==> config.mk <==
export PLATFORM = sky130hd
export DESIGN_NAME = fetch_predecode
export DESIGN_NICKNAME = d
export VERILOG_FILES = /design/src/rtl/fetch_predecode.sv
export SDC_FILE = /design/constraint.sdc
export NUM_CORES = 1
export LEC_CHECK = 0
export ABC_CLOCK_PERIOD_IN_PS = 8430
export BUFFER_PORTS_ARGS = -buffer_cell sky130_fd_sc_hd__buf_2
export CAP_MARGIN = 20
export CORE_UTILIZATION = 40
export CTS_CLUSTER_SIZE = 10
export DETAILED_ROUTE_END_ITERATION = 8
export PLACE_DENSITY = 0.79
export SYNTH_ARGS = -nofsm -noshare
export SYNTH_HDL_FRONTEND = slang
export SYNTH_SLANG_ARGS = --single-unit
export TNS_END_PERCENT = 50
==> constraint.sdc <==
create_clock -name clk -period 8.43 [get_ports clk]
set_clock_uncertainty 0.1 [all_clocks]
set_input_delay 0 -clock clk [delete_from_list [all_inputs] [get_ports clk]]
set_output_delay 0 -clock clk [all_outputs]
set_load 0.005 [all_outputs]
==> src/rtl/fetch_predecode.sv <==
// Fetch predecoder: finds the first call/return per group, drives RAS push/pop and a redirect after the delay slot.
// One registered stage (accept N -> out_valid N+1); stalls upstream while the output is held or a redirect pulses.
module fetch_predecode #(
   parameter int FETCH_WIDTH = 2
) (
   input  logic                      clk,
   input  logic                      reset,
   input  logic                      flush,
   input  logic                      in_valid,
   output logic                      in_ready,
   input  logic [31:0]               in_pc,
   input  logic [32*FETCH_WIDTH-1:0] in_instr,
   input  logic [FETCH_WIDTH-1:0]    in_mask,
   input  logic [32:0]               ras_top,
   output logic                      ras_push_req,
   output logic                      ras_pop_req,
   output logic [31:0]               ras_push_data,
   output logic                      out_valid,
   input  logic                      out_ready,
   output logic [31:0]               out_pc,
   output logic [32*FETCH_WIDTH-1:0] out_instr,
   output logic [FETCH_WIDTH-1:0]    out_mask,
   output logic                      redirect_valid,
   output logic [31:0]               redirect_pc
);

   localparam int KW = (FETCH_WIDTH > 1) ? $clog2(FETCH_WIDTH) : 1;
   localparam logic [FETCH_WIDTH-1:0] SLOT0 = FETCH_WIDTH'(1);

   typedef struct packed {
      logic        valid;
      logic [31:0] data;
   } ras_t;

   typedef enum logic {
      ST_RUN,
      ST_WAIT_DS
   } state_t;

   ras_t   ras;
   state_t state;

   logic [31:0]            saved_target;
   logic [FETCH_WIDTH-1:0] is_call;
   logic [FETCH_WIDTH-1:0] is_ret;
   logic [FETCH_WIDTH-1:0] is_jal;
   logic [31:0]            slot_pc4 [FETCH_WIDTH];
   logic [31:0]            jal_tgt  [FETCH_WIDTH];

   logic                   found;
   logic [KW-1:0]          k;
   logic                   ds_avail;
   logic [FETCH_WIDTH-1:0] keep_ds;
   logic [FETCH_WIDTH-1:0] keep_cf;
   logic                   cf_call;
   logic                   cf_redirect;
   logic [31:0]            cf_target;
   logic                   accept;
   logic                   decode_en;

   assign ras = ras_top;

   for (genvar i = 0; i < FETCH_WIDTH; i++) begin : g_dec
      logic [31:0] w;
      assign w           = in_instr[32*i +: 32];
      assign slot_pc4[i] = in_pc + 32'(4 * (i + 1));
      assign is_jal[i]   = (w[31:26] == 6'b000011);
      assign is_call[i]  = is_jal[i]
                         | ((w[31:26] == 6'b000000) && (w[5:0] == 6'b001001) && (w[15:11] != 5'd0))
                         | ((w[31:26] == 6'b000001) && (w[20:17] == 4'b1000));
      assign is_ret[i]   = (w[31:26] == 6'b000000) && (w[5:0] == 6'b001000) && (w[25:21] == 5'd31);
      assign jal_tgt[i]  = {slot_pc4[i][31:28], w[25:0], 2'b00};
   end

   // Descending scan so the lowest masked control-flow slot wins.
   always_comb begin
      found = 1'b0;
      k     = '0;
      for (int i = FETCH_WIDTH - 1; i >= 0; i--) begin
         if (in_mask[i] && (is_call[i] || is_ret[i])) begin
            found = 1'b1;
            k     = KW'(i);
         end
      end
   end

   always_comb begin
      ds_avail = 1'b0;
      keep_ds  = '0;
      keep_cf  = '0;
      for (int i = 0; i < FETCH_WIDTH; i++) begin
         if (i == int'(k) + 1) ds_avail = in_mask[i];
         keep_ds[i] = (i <= int'(k) + 1);
         keep_cf[i] = (i <= int'(k));
      end
   end

   assign cf_call       = is_call[k];
   assign cf_redirect   = is_jal[k] || (!cf_call && ras.valid);
   assign cf_target     = is_jal[k] ? jal_tgt[k] : ras.data;
   assign ras_push_data = slot_pc4[k] + 32'd4;

   assign in_ready  = (!out_valid || out_ready) && !redirect_valid && !flush;
   assign accept    = in_valid && in_ready && !reset;
   assign decode_en = accept && (state == ST_RUN) && found;

   // Return target is taken from ras_top in the same cycle as the pop, i.e. before it lands.
   assign ras_push_req = decode_en && cf_call;
   assign ras_pop_req  = decode_en && !cf_call;

   always_ff @(posedge clk) begin
      if (reset) begin
         state          <= ST_RUN;
         out_valid      <= 1'b0;
         out_pc         <= '0;
         out_instr      <= '0;
         out_mask       <= '0;
         redirect_valid <= 1'b0;
         redirect_pc    <= '0;
         saved_target   <= '0;
      end else begin
         redirect_valid <= 1'b0;
         if (flush) begin
            out_valid <= 1'b0;
            state     <= ST_RUN;
         end else begin
            if (out_valid && out_ready) out_valid <= 1'b0;
            if (accept) begin
               out_valid <= 1'b1;
               out_pc    <= in_pc;
               out_instr <= in_instr;
               if (state == ST_WAIT_DS) begin
                  out_mask       <= in_mask & SLOT0;
                  redirect_valid <= 1'b1;
                  redirect_pc    <= saved_target;
                  state          <= ST_RUN;
               end else if (found && cf_redirect) begin
                  if (ds_avail) begin
                     out_mask       <= in_mask & keep_ds;
                     redirect_valid <= 1'b1;
                     redirect_pc    <= cf_target;
                  end else begin
                     // Delay slot lives in the next group; redirect once it arrives.
                     out_mask     <= in_mask & keep_cf;
                     saved_target <= cf_target;
                     state        <= ST_WAIT_DS;
                  end
               end else begin
                  out_mask <= in_mask;
               end
            end
         end
      end
   end

endmodule

==> results.md <==
* Worst EP arrival at ~5.7 ns
* DR vias/cell at approximately 5.3
* Fin crit share at between 60 and 70%
* CTS tree: yes
* DRC viols at 0
* GRT Residual Overflow at 0
* DR iter-0 viols at 628
* Worst-path cell chain: dlygate4sd3_1, buf_2, or4_1, o2111ai_2, a31oi_1, nor2_4, mux2i_4, buf_4, o21ai_0, and2_2, mux2_2, nor2_1, dlygate4sd3_1
* Fmax at about 180 MHz
* Initial antenna violation count at 0
* Number of global-route vias before repair at between 9000 and 10000
* Number of setup buffers added after CTS at 0
* First-pass GRT wire length at about 50 mm
* Ranking of synthesized cells by area: dfxtp_1 (40%), nand2_1 (13%), a21oi_1 (12%)
* GPL Wtd Cong at approximately 0.92
* RSZ-0062 raised after global routing: false
* Mean post-synth cell area at roughly 7.4 um^2
* Final net count at between 1500 and 2000
* Most frequent CP cell: dlygate4sd3_1
* CP max FO at 35
* Synth-to-Final Area Change at 49.81%
* CP max stage cell: mux2i_4
* Commonest non-fill, non-tap cell in the layout: buf_2
* Status: complete, no violations
* Std-Cell Rows at 52
* Slew headroom at between 30% and 40%
* Post-synth EDFFs at 0
* Prevailing post-synth register cell: dfxtp_1
* Synth async-reset ratio at 0%
* Post-Route Utilization at between 60 and 70%
* Lkg Pwr at around 5.4 nW
* Core area at 0.02036 mm^2
* Clock sink count at 165
* Final WL at between 30 and 40 mm
* CP startpoint kind: primary input
* Fin. max-slew vios at 0
* Root Driver: clkbuf_16
* Vias at 9861
* Worst hold slack at approximately 0.0097 ns
* Slew @ Worst Pin at ~0.95 ns
* Peak supply drop at between 100 and 150 uV
* Area leader, netlist: dfxtp_1
* Final hold violation count at 0
* H-tree Lvls at 4
* Drt pass-1 iters at 6
* #FFs+latches synth at approximately 170
* Most frequent cells in the layout: buf_2 (301), nand2_1 (278), a21oi_1 (194), dlygate4sd3_1 (190), dfxtp_1 (164)
* Data required, critical path at about 8.7 ns
* # diodes at 0
* Clock Latency Late Sink at ~0.43 ns
* Chip height at about 150 um
* Pwr dens at 153.2 mW/mm^2
* Critical path's top delay family: simple AND/OR/NAND/NOR gates
* Die Wd at ~150 um
* Final ANT Viol Nets at 0
* Synth top area share at between 30% and 40%
* Bufs on Longest Clock Path at 2
* Routed len/inst at ~18 um
* Setup Crit Path Kind: in2reg
* DP HPWL at 20.34 mm
* IO Count at about 300
* Netlist cell types at 64
* Share of cells above drive strength 1 at about 25%
* Sequential area share after synthesis at between 30 and 40%
* Setup violators final at 0
* Die Area at approximately 0.021 mm^2
* Synthesis Warnings at 0
* Largest net degree at the start of global routing at 100
* Worst Hold Class: in2reg
* Delay of the slowest critical-path stage at 0.85 ns
* CTS Buf Count at 17
* WP buf/inv at 4
* Mapped Area at roughly 0.0084 mm^2
* Max Cap Viol at 0
* All-Layer GR Usage at between 30% and 40%
* Starting Density at between 40% and 50%
* Syn Nets at approximately 1300
* Port bufs at roughly 300
* Cells after synthesis at between 1000 and 1500
* Setup TNS Final at 0 ns
* Final min period at 5.471 ns
* CP endpoint kind: flip-flop
* Clock transition at the registers of the reported paths at ~0.07 ns
[synthesized netlist by cell type, types with 9 or more instances]
library cell and instances:
nand3_1 14, nor3_1 12, a21oi_1 194, nor2_1 114
mux2i_1 12, xor2_1 10, mux2_2 27, and3_1 9
inv_1 35, nor4_1 9, a211oi_1 31, clkbuf_1 72
o21ai_0 12, nand2_1 279, xnor2_1 39, dfxtp_1 165
[flip-flops by register name, summed over array words and instances (netlist names)]
register / flops
saved_target: 32
redirect_valid: 1
out_mask: 2
out_pc: 32
state: 1
out_valid: 1
redirect_pc: 32
out_instr: 64
[repair_timing]
action / in CTS / in global routing
endpoints found under the hold margin: 145 / 0
hold buffers: 190 / 0
resized for setup: 0 / 0
[metrics by stage]
stage / area [um^2] / instances / setup slack, ns / power [mW]
final: 12520 / 1847 / 2.959 / 1.918
after global placement: 9970 / 1623 / 3.698 / 1.045
after CTS: 12470 / 1845 / 3.075 / 1.912
after floorplan: 8361 / 1126 / 4.603 / 0.9378
after global routing: 12520 / 1847 / 2.655 / 1.989
after detailed placement: 9970 / 1623 / 3.647 / 1.048
[logic make-up (layout without fill, tap and decap cells)]
group / after synthesis / in the layout / synth area share (%)
simple gates: 491 / 491 / 25.86
buf+inv: 116 / 567 / 5.477
fa+ha+maj: 3 / 3 / 0.4490
flops: 165 / 165 / 39.51
compound gates: 262 / 262 / 18.30
xor+xnor: 50 / 50 / 5.328
mux: 39 / 39 / 5.073
[per-layer routing]
| metal | global-route usage (%) | part of all wire, % | wire length [um] |
|---|---|---|---|
| met1 | 34.53 | 39 | 12800 |
| met2 | 51.86 | 48 | 15800 |
| met3 | 6.781 | 7.8 | 2570 |
| met4 | 16.15 | 5.0 | 1643 |
| met5 | 0 | 0 | 0 |
[area by class of cell]
cell class / count / area, um^2
Clock buffer: 19 / 442.9
Clock inverter: 13 / 155.1
Fill cell: 1660 / 7840
Inverter: 35 / 131.4
Multi-Input combinational cell: 845 / 4633
Sequential cell: 165 / 3304
Tap cell: 270 / 337.8
Timing Repair Buffer: 500 / 3520
[final timing paths]
path	depth (start not counted)	from	end	slack (ns)
setup / recovery	13	in_instr[11]	saved_target[6]	2.96
hold / removal	2	reset	out_pc[1]	0.01
setup reg to reg	10	out_valid	saved_target[6]	4.78
hold reg to reg	2	out_pc[30]	out_pc[30]	0.35
[where the power goes]
group          total (mW)  switching, mW  internal [mW]  leakage [nW]
clock network       0.809          0.377          0.432         0.293
logic               0.297          0.154          0.142          3.72
registers           0.813         0.0118          0.801          1.34
total                1.92          0.543           1.37          5.35
Note: power is estimated with default switching activity, not from simulation.
